`src/rtl/cdc_pkg.sv`:
```
// Shared helpers for the dual-clock FIFO pointer controllers.
// Provides Gray encoding and the synchronizer depth floor.
package cdc_pkg;

    localparam int CDC_MIN_SYNC_STAGES = 2;

    function automatic logic [31:0] bin2gray(input logic [31:0] b);
        return b ^ (b >> 1);
    endfunction

endpackage

```
`src/rtl/cdc_sync_bus.sv`:
```
// Multi-flop synchronizer for a Gray-coded bus.
// Plain flop chain, no logic between stages.
module cdc_sync_bus #(
    parameter int WIDTH  = 4,
    parameter int STAGES = 2
) (
    input  logic             clk_i,
    input  logic             rst_ni,
    input  logic [WIDTH-1:0] d_i,
    output logic [WIDTH-1:0] q_o
);

    logic [WIDTH-1:0] stage_q [STAGES];
    logic [WIDTH-1:0] stage_d [STAGES];

    // each stage takes the previous one
    always_comb begin
        stage_d[0] = d_i;
        for (int i = 1; i < STAGES; i++) begin
            stage_d[i] = stage_q[i-1];
        end
    end

    // chain of flops, cleared by reset
    always_ff @(posedge clk_i or negedge rst_ni) begin
        if (!rst_ni) begin
            for (int i = 0; i < STAGES; i++) begin
                stage_q[i] <= '0;
            end
        end else begin
            for (int i = 0; i < STAGES; i++) begin
                stage_q[i] <= stage_d[i];
            end
        end
    end

    assign q_o = stage_q[STAGES-1];

endmodule

```
`src/rtl/gray2bin.sv`:
```
// Gray to binary converter, width set by WIDTH.
// Each binary bit is the XOR of all Gray bits at or above it.
module gray2bin #(
    parameter int WIDTH = 4
) (
    input  logic [WIDTH-1:0] gray_i,
    output logic [WIDTH-1:0] bin_o
);

    // prefix XOR from the MSB down
    always_comb begin
        bin_o = '0;
        for (int i = 0; i < WIDTH; i++) begin
            bin_o[i] = ^(gray_i >> i);
        end
    end

endmodule

```
`src/rtl/cdc_fifo_rd_ctrl.sv`:
```
// Read-side pointer/status controller for the dual-clock FIFO.
// Define CDC_FIFO_RD_LEVEL_EN to build the fill-level output.
module cdc_fifo_rd_ctrl
    import cdc_pkg::*;
#(
    parameter int ADDR_WIDTH  = 3,
    parameter int SYNC_STAGES = 2
) (
    input  logic                  clk_i,
    input  logic                  rst_ni,
    input  logic [ADDR_WIDTH:0]   wr_ptr_gray_i,
    input  logic                  rd_en_i,
    output logic [ADDR_WIDTH-1:0] rd_addr_o,
    output logic [ADDR_WIDTH:0]   rd_ptr_gray_o,
    output logic                  empty_o,
    output logic [ADDR_WIDTH:0]   level_o,
    output logic                  underflow_o
);

    localparam int PW = ADDR_WIDTH + 1;

    if (SYNC_STAGES < CDC_MIN_SYNC_STAGES) begin : g_bad_sync
        $error("cdc_fifo_rd_ctrl: SYNC_STAGES below minimum");
    end

    logic [PW-1:0] wr_gray_sync;
    logic [PW-1:0] rd_bin_q, rd_bin_d;
    logic [PW-1:0] rd_gray_q, rd_gray_d;
    logic [PW-1:0] level_q, level_d;
    logic          empty_q, empty_d;
    logic          underflow_q, underflow_d;
    logic          rd_acc;

    cdc_sync_bus #(
        .WIDTH  (PW),
        .STAGES (SYNC_STAGES)
    ) u_wr_sync (
        .clk_i  (clk_i),
        .rst_ni (rst_ni),
        .d_i    (wr_ptr_gray_i),
        .q_o    (wr_gray_sync)
    );

`ifdef CDC_FIFO_RD_LEVEL_EN
    logic [PW-1:0] wr_bin_sync;

    gray2bin #(
        .WIDTH (PW)
    ) u_wr_g2b (
        .gray_i (wr_gray_sync),
        .bin_o  (wr_bin_sync)
    );
`endif

    // advance pointer on accepted read; status from post-increment pointer
    always_comb begin
        rd_acc      = rd_en_i & ~empty_q;
        rd_bin_d    = rd_bin_q + PW'(rd_acc);
        rd_gray_d   = PW'(bin2gray(32'(rd_bin_d)));
        empty_d     = (rd_gray_d == wr_gray_sync);
        underflow_d = rd_en_i & empty_q;
`ifdef CDC_FIFO_RD_LEVEL_EN
        level_d     = wr_bin_sync - rd_bin_d;
`else
        level_d     = '0;
`endif
    end

    // state and status registers
    always_ff @(posedge clk_i or negedge rst_ni) begin
        if (!rst_ni) begin
            rd_bin_q    <= '0;
            rd_gray_q   <= '0;
            empty_q     <= 1'b1;
            level_q     <= '0;
            underflow_q <= 1'b0;
        end else begin
            rd_bin_q    <= rd_bin_d;
            rd_gray_q   <= rd_gray_d;
            empty_q     <= empty_d;
            level_q     <= level_d;
            underflow_q <= underflow_d;
        end
    end

    assign rd_addr_o     = rd_bin_q[ADDR_WIDTH-1:0];
    assign rd_ptr_gray_o = rd_gray_q;
    assign empty_o       = empty_q;
    assign level_o       = level_q;
    assign underflow_o   = underflow_q;

endmodule

```
`config.mk`:
```
export PLATFORM = sky130hd
export DESIGN_NAME = cdc_fifo_rd_ctrl
export DESIGN_NICKNAME = d
export VERILOG_FILES = /design/src/rtl/cdc_pkg.sv /design/src/rtl/cdc_sync_bus.sv /design/src/rtl/gray2bin.sv /design/src/rtl/cdc_fifo_rd_ctrl.sv
export SDC_FILE = /design/constraint.sdc
export NUM_CORES = 1
export LEC_CHECK = 0
export BUFFER_PORTS_ARGS = -buffer_cell sky130_fd_sc_hd__buf_2
export CORE_MARGIN = 3
export CORE_UTILIZATION = 45
export CTS_CLUSTER_DIAMETER = 60
export DETAILED_ROUTE_END_ITERATION = 16
export GPL_ROUTABILITY_DRIVEN = 0
export GPL_TIMING_DRIVEN = 0
export HOLD_SLACK_MARGIN = 0.06
export PLACE_DENSITY = 0.75
export SYNTH_ARGS = -nofsm -noshare
export SYNTH_HDL_FRONTEND = slang
export SYNTH_SLANG_ARGS = --single-unit
```
`constraint.sdc`:
```
create_clock -name clk_i -period 1.9 [get_ports clk_i]
set_input_delay 0.19 -clock clk_i [delete_from_list [all_inputs] [get_ports clk_i]]
set_output_delay 0.19 -clock clk_i [all_outputs]
set_load 0.02 [all_outputs]
```
Yosys cells after proc, flatten, opt, wreduce, memory -nomap -nowiden

Cells that the tools add are included.

Register bits after elaboration: 18
Word-level logic and storage cells: 12
Output and inout port bits: 13
Input bits: 7

Bitwise gates (word level): 4
Equal/unequal tests: 1
$add $sub $neg: 1

Operators with widths:

| kind        | number |
|---|---|
| $add 4x1->4 | 1 |
| $eq 4x4->1  | 1 |
| $xor 4x3->4 | 1 |
| $and 1x1->1 | 2 |
| $not 1->1   | 1 |

Depth between registers and ports, before layout

Depth after elaboration: 5
Gate-level depth with buffers: 8
Mapped depth without buffers: 7

Cells and area by module

Synthesis repeated with hierarchy kept, for this count alone.

Cells, all modules: 55
Area total of the unflattened synthesis: 726.9 sq um

By module, submodules not included:

| module           | sequential area each (sq um) | cells each | times used | area an instance (sq um) |
|---|---|---|---|---|
| cdc_fifo_rd_ctrl | 226.5                        | 47         | 1          | 526.8 |
| cdc_sync_bus     | 200.2                        | 8          | 1          | 200.2 |

Worst setup path before layout

OpenSTA, ideal clock, no wires.

Path type: register to register
Start point: reg empty_q (netlist: empty_o)
End point: reg empty_q (netlist: empty_o)
Path buffers: 1
Stages on the path, launching flop included: 9
Period minus slack after synthesis: 1.896 ns
Data arrival time: 1.811 ns
Path slack: 0.004 ns
Required time: 1.815 ns
Library setup time: 0.085 ns
Path through: dfstp_2 nor2b_1 ha_1 ha_1 buf_6 xnor2_2 xor2_1 mux2i_1 a211oi_2

Longest elaborated chain between the ends: 5

RTL lines:

| item                   | line                   | source |
|---|---|---|
| start, declared        | cdc_fifo_rd_ctrl.sv:30 | `logic empty_q, empty_d;` |
| start signal, assigned | cdc_fifo_rd_ctrl.sv:80 | `empty_q <= empty_d;` |
| $not 1->1              | cdc_fifo_rd_ctrl.sv:57 | `rd_acc = rd_en_i & ~empty_q;` |
| $and 1x1->1            | cdc_fifo_rd_ctrl.sv:57 |  |
| $add 4x1->4            | cdc_fifo_rd_ctrl.sv:58 | `rd_bin_d = rd_bin_q + PW'(rd_acc);` |
| $xor 4x3->4            | cdc_pkg.sv:8           | `return b ^ (b >> 1);` |
| $eq 4x4->1             | cdc_fifo_rd_ctrl.sv:60 | `empty_d = (rd_gray_d == wr_gray_sync);` |
| net empty_d            | cdc_fifo_rd_ctrl.sv:30 |  |

The timed path passes the listed nets, and every way through them passes these cells.

Final worst setup path

Same ends and word-level chain as after synthesis.

==> metrics <==
number of max-cap violations=0; count of flip-flops with a built-in enable after synthesis=0; proportion of layout cells with a drive suffix above 1=0.3690; core area=1399 sq um; share of Yosys cell area claimed by the top area cell type=0.5498; part of the power in combinational logic=0.515; standard-cell rows=13; Clk pwr share=0.122; pre-CTS WS=-53.53 ps; final hold vios=0; portion of the post-synthesis area used by sequential elements=0.5859; wire length of the first global-routing pass=1745 microns; synthesis-to-finish area growth=26.63%; most frequent cell after synthesis=sky130_fd_sc_hd__dfrtp_1; Antenna Diode Count=0; synth warn=0; setup repair after global routing missed its margin=false; switching share of total power=0.3897; detailed router's first-iteration violation count=3; Internal=0.9150 mW; final standard cell count with taps included and fillers excluded=99; Post-layout nets=94; leading cell types by count after synthesis=sky130_fd_sc_hd__dfrtp_1 (16), sky130_fd_sc_hd__buf_4 (4), sky130_fd_sc_hd__xnor2_1 (4), sky130_fd_sc_hd__xor2_1 (4); I/O pins=20; initial cell density of the core=0.5206; endpoints failing setup=0; cell leakage power=0.4405 nW; cell total after placement=90; net switching power of the design=0.5843 mW; width of the die=46.23 microns; clock skew after layout=6.055 ps; Detailed Place HPWL=778.7 microns; launching element type of the critical path=register; number of distinct library cells after synthesis=27; buffer levels on the longest clock path=2; pin count of the biggest net entering global routing=18; CTS buffer count=3; Async SR Flop Fraction=1.000; post-route fraction of the period consumed by the critical path=0.9411; clock tree root buffer cell=sky130_fd_sc_hd__clkbuf_4; Post-Synthesis Cells=57; Post-Route WL=1109 microns; insertion delay of the later-clocked pin in the worst-skew pair=280 ps; antenna violations before repair=0; worst setup slack after layout=111.9 ps; fmax=559.3 MHz; Top FF cell, synth=sky130_fd_sc_hd__dfrtp_1; most area-hungry cell type in the Yosys netlist=sky130_fd_sc_hd__dfrtp_1; largest fanout on the critical path=5; Req. time, crit path=2110 ps; worst min path class=input pin to register; critical path capture point type=register; result of the run=completed; Max VDD drop=0.8562 mV; Die Area=2137 sq um; Netlist Area Pre-Place=728.2 sq um; largest cells by area after synthesis=sky130_fd_sc_hd__dfrtp_1 (55%), sky130_fd_sc_hd__xnor2_1 (4.8%), sky130_fd_sc_hd__xor2_1 (4.8%); post-detailed-route DRC marker count=0; clock-pin slew of the registers on the worst-case setup and hold paths=90 ps; number of vias in the routed layout=475; CTS tree=yes; detailed-routing iteration count for the pre-antenna-repair pass=4; sequential power share=0.363; total global-route track usage=0.1222; count of input and output buffers=15; residual overflow from global routing=0; Slew Viols, Final=0; flops & latches, synth=17; CP arrival=2000 ps; vias per inst=4.798; number of global-route vias before repair=429; Post-Synthesis Mean Instance Area=12.78 sq um; total number of clock tree sinks=17; Clock H-tree levels=1; average wire per cell in the routed design=11.20 microns; final antenna-violating net count=0; path type of the worst setup path=register to register; Vert. Die Dim=46.23 microns; post-layout util=0.6592; cell area power density=1626 nW/um^2; time the worst path needs with I/O delays and setup=1788 ps
critical path, cell delays in order (launching register included):
cell,delay (ps)
sky130_fd_sc_hd__dfstp_2,550
sky130_fd_sc_hd__nor2b_1,50
sky130_fd_sc_hd__ha_2,210
sky130_fd_sc_hd__ha_2,240
sky130_fd_sc_hd__xnor2_4,170
sky130_fd_sc_hd__xor2_1,190
sky130_fd_sc_hd__mux2i_1,260
sky130_fd_sc_hd__a211oi_2,60
power by group through the flow:
stage               combinational (mW)  clock, mW  sequential [mW]
finish                           0.772      0.183            0.545
global route                     0.834      0.217            0.559
CTS                              0.789      0.194            0.546
detailed placement               0.722          0            0.545
global placement                 0.700          0            0.541
floorplan                        0.435          0            0.656
state kept, by name (all words and copies together) (netlist names):
| name | cells |
|---|---|
| empty_o | 1 |
| rd_bin_q | 4 |
| rd_ptr_gray_o | 3 |
| u_wr_sync.q_o | 4 |
| u_wr_sync.stage_d | 4 |
| underflow_o | 1 |
through the flow:
step / total power [mW] / hold slack, ps / instance area, sq um / setup TNS (ps)
after floorplan: 1.091 / -105.6 / 739.5 / 0
after detailed placement: 1.268 / 122.5 / 833.3 / -53.53
after global routing: 1.611 / 110.4 / 922.1 / 0
final: 1.499 / 125.3 / 922.1 / 0
after global placement: 1.241 / 118.7 / 833.3 / -43.45
after CTS: 1.529 / 119.3 / 930.9 / 0
cells by family (layout without fill, tap and decap cells):
group	Yosys count	in the layout	synth area share
AO/OA/AOI/OAI	7	7	0.07731
XOR/XNOR	9	9	0.1186
adder cells (fa/ha/maj)	2	2	0.03436
buffers and inverters	7	31	0.06872
flip-flops	17	17	0.5859
multiplexers	1	1	0.01375
other	1	4	0.005150
AND/OR/NAND/NOR	13	13	0.09622
metal layers:
layer / GRT usage / vias up / wire length (microns)
met3: 0.05859 / 2 / 108
met4: 0.05114 / 0 / 9
met2: 0.2170 / 25 / 556
met1: 0.1185 / 218 / 433
li1: - / 230 / -
met5: 0 / - / 0
layout make-up:
cell class / instances / area (sq um)
multi-input cells: 36 / 279.0
inverters: 1 / 3.754
repair buffers: 21 / 132.6
flip-flops and latches: 17 / 426.7
plain buffers: 5 / 35.03
clock buffers: 4 / 26.28
well taps: 15 / 18.77
fillers: 113 / 476.7
worst paths after layout:
check,depth (start not counted),slack [ps],startpoint,to
max reg2reg,7,110,empty_o$_DFF_PN1_,empty_o$_DFF_PN1_
min in group asynchronous,2,330,rst_ni,underflow_o$_DFF_PN0_
max,7,110,empty_o$_DFF_PN1_,empty_o$_DFF_PN1_
max in group asynchronous,2,1260,rst_ni,empty_o$_DFF_PN1_
min,2,130,rd_en_i,underflow_o$_DFF_PN0_
min reg2reg,0,350,u_wr_sync.stage_d[2]$_DFF_PN0_,u_wr_sync.q_o[2]$_DFF_PN0_
cells in the final DEF (no fill, tap or decap), types with 2 or more instances in the layout:
cell type and instances:
sky130_fd_sc_hd__buf_4 5, sky130_fd_sc_hd__nor3_1 2, sky130_fd_sc_hd__ha_2 2, sky130_fd_sc_hd__dlygate4sd3_1 5
sky130_fd_sc_hd__and2_1 2, sky130_fd_sc_hd__nand2_1 2, sky130_fd_sc_hd__nor2b_1 2, sky130_fd_sc_hd__dfrtp_1 16
sky130_fd_sc_hd__xnor2_1 4, sky130_fd_sc_hd__buf_2 16, sky130_fd_sc_hd__clkbuf_4 3, sky130_fd_sc_hd__xor2_1 4
sky130_fd_sc_hd__nor2_1 2, sky130_fd_sc_hd__conb_1 4
repair_timing:
action | in CTS | in global routing
pin swaps | 2 | 4
setup endpoints to repair | 1 | 1
hold buffers | 5 | 0
endpoints found under the hold margin | 20 | 0
setup buffers | 1 | 0
gates resized for setup | 2 | 1
Note: power is estimated with default switching activity, not from simulation.
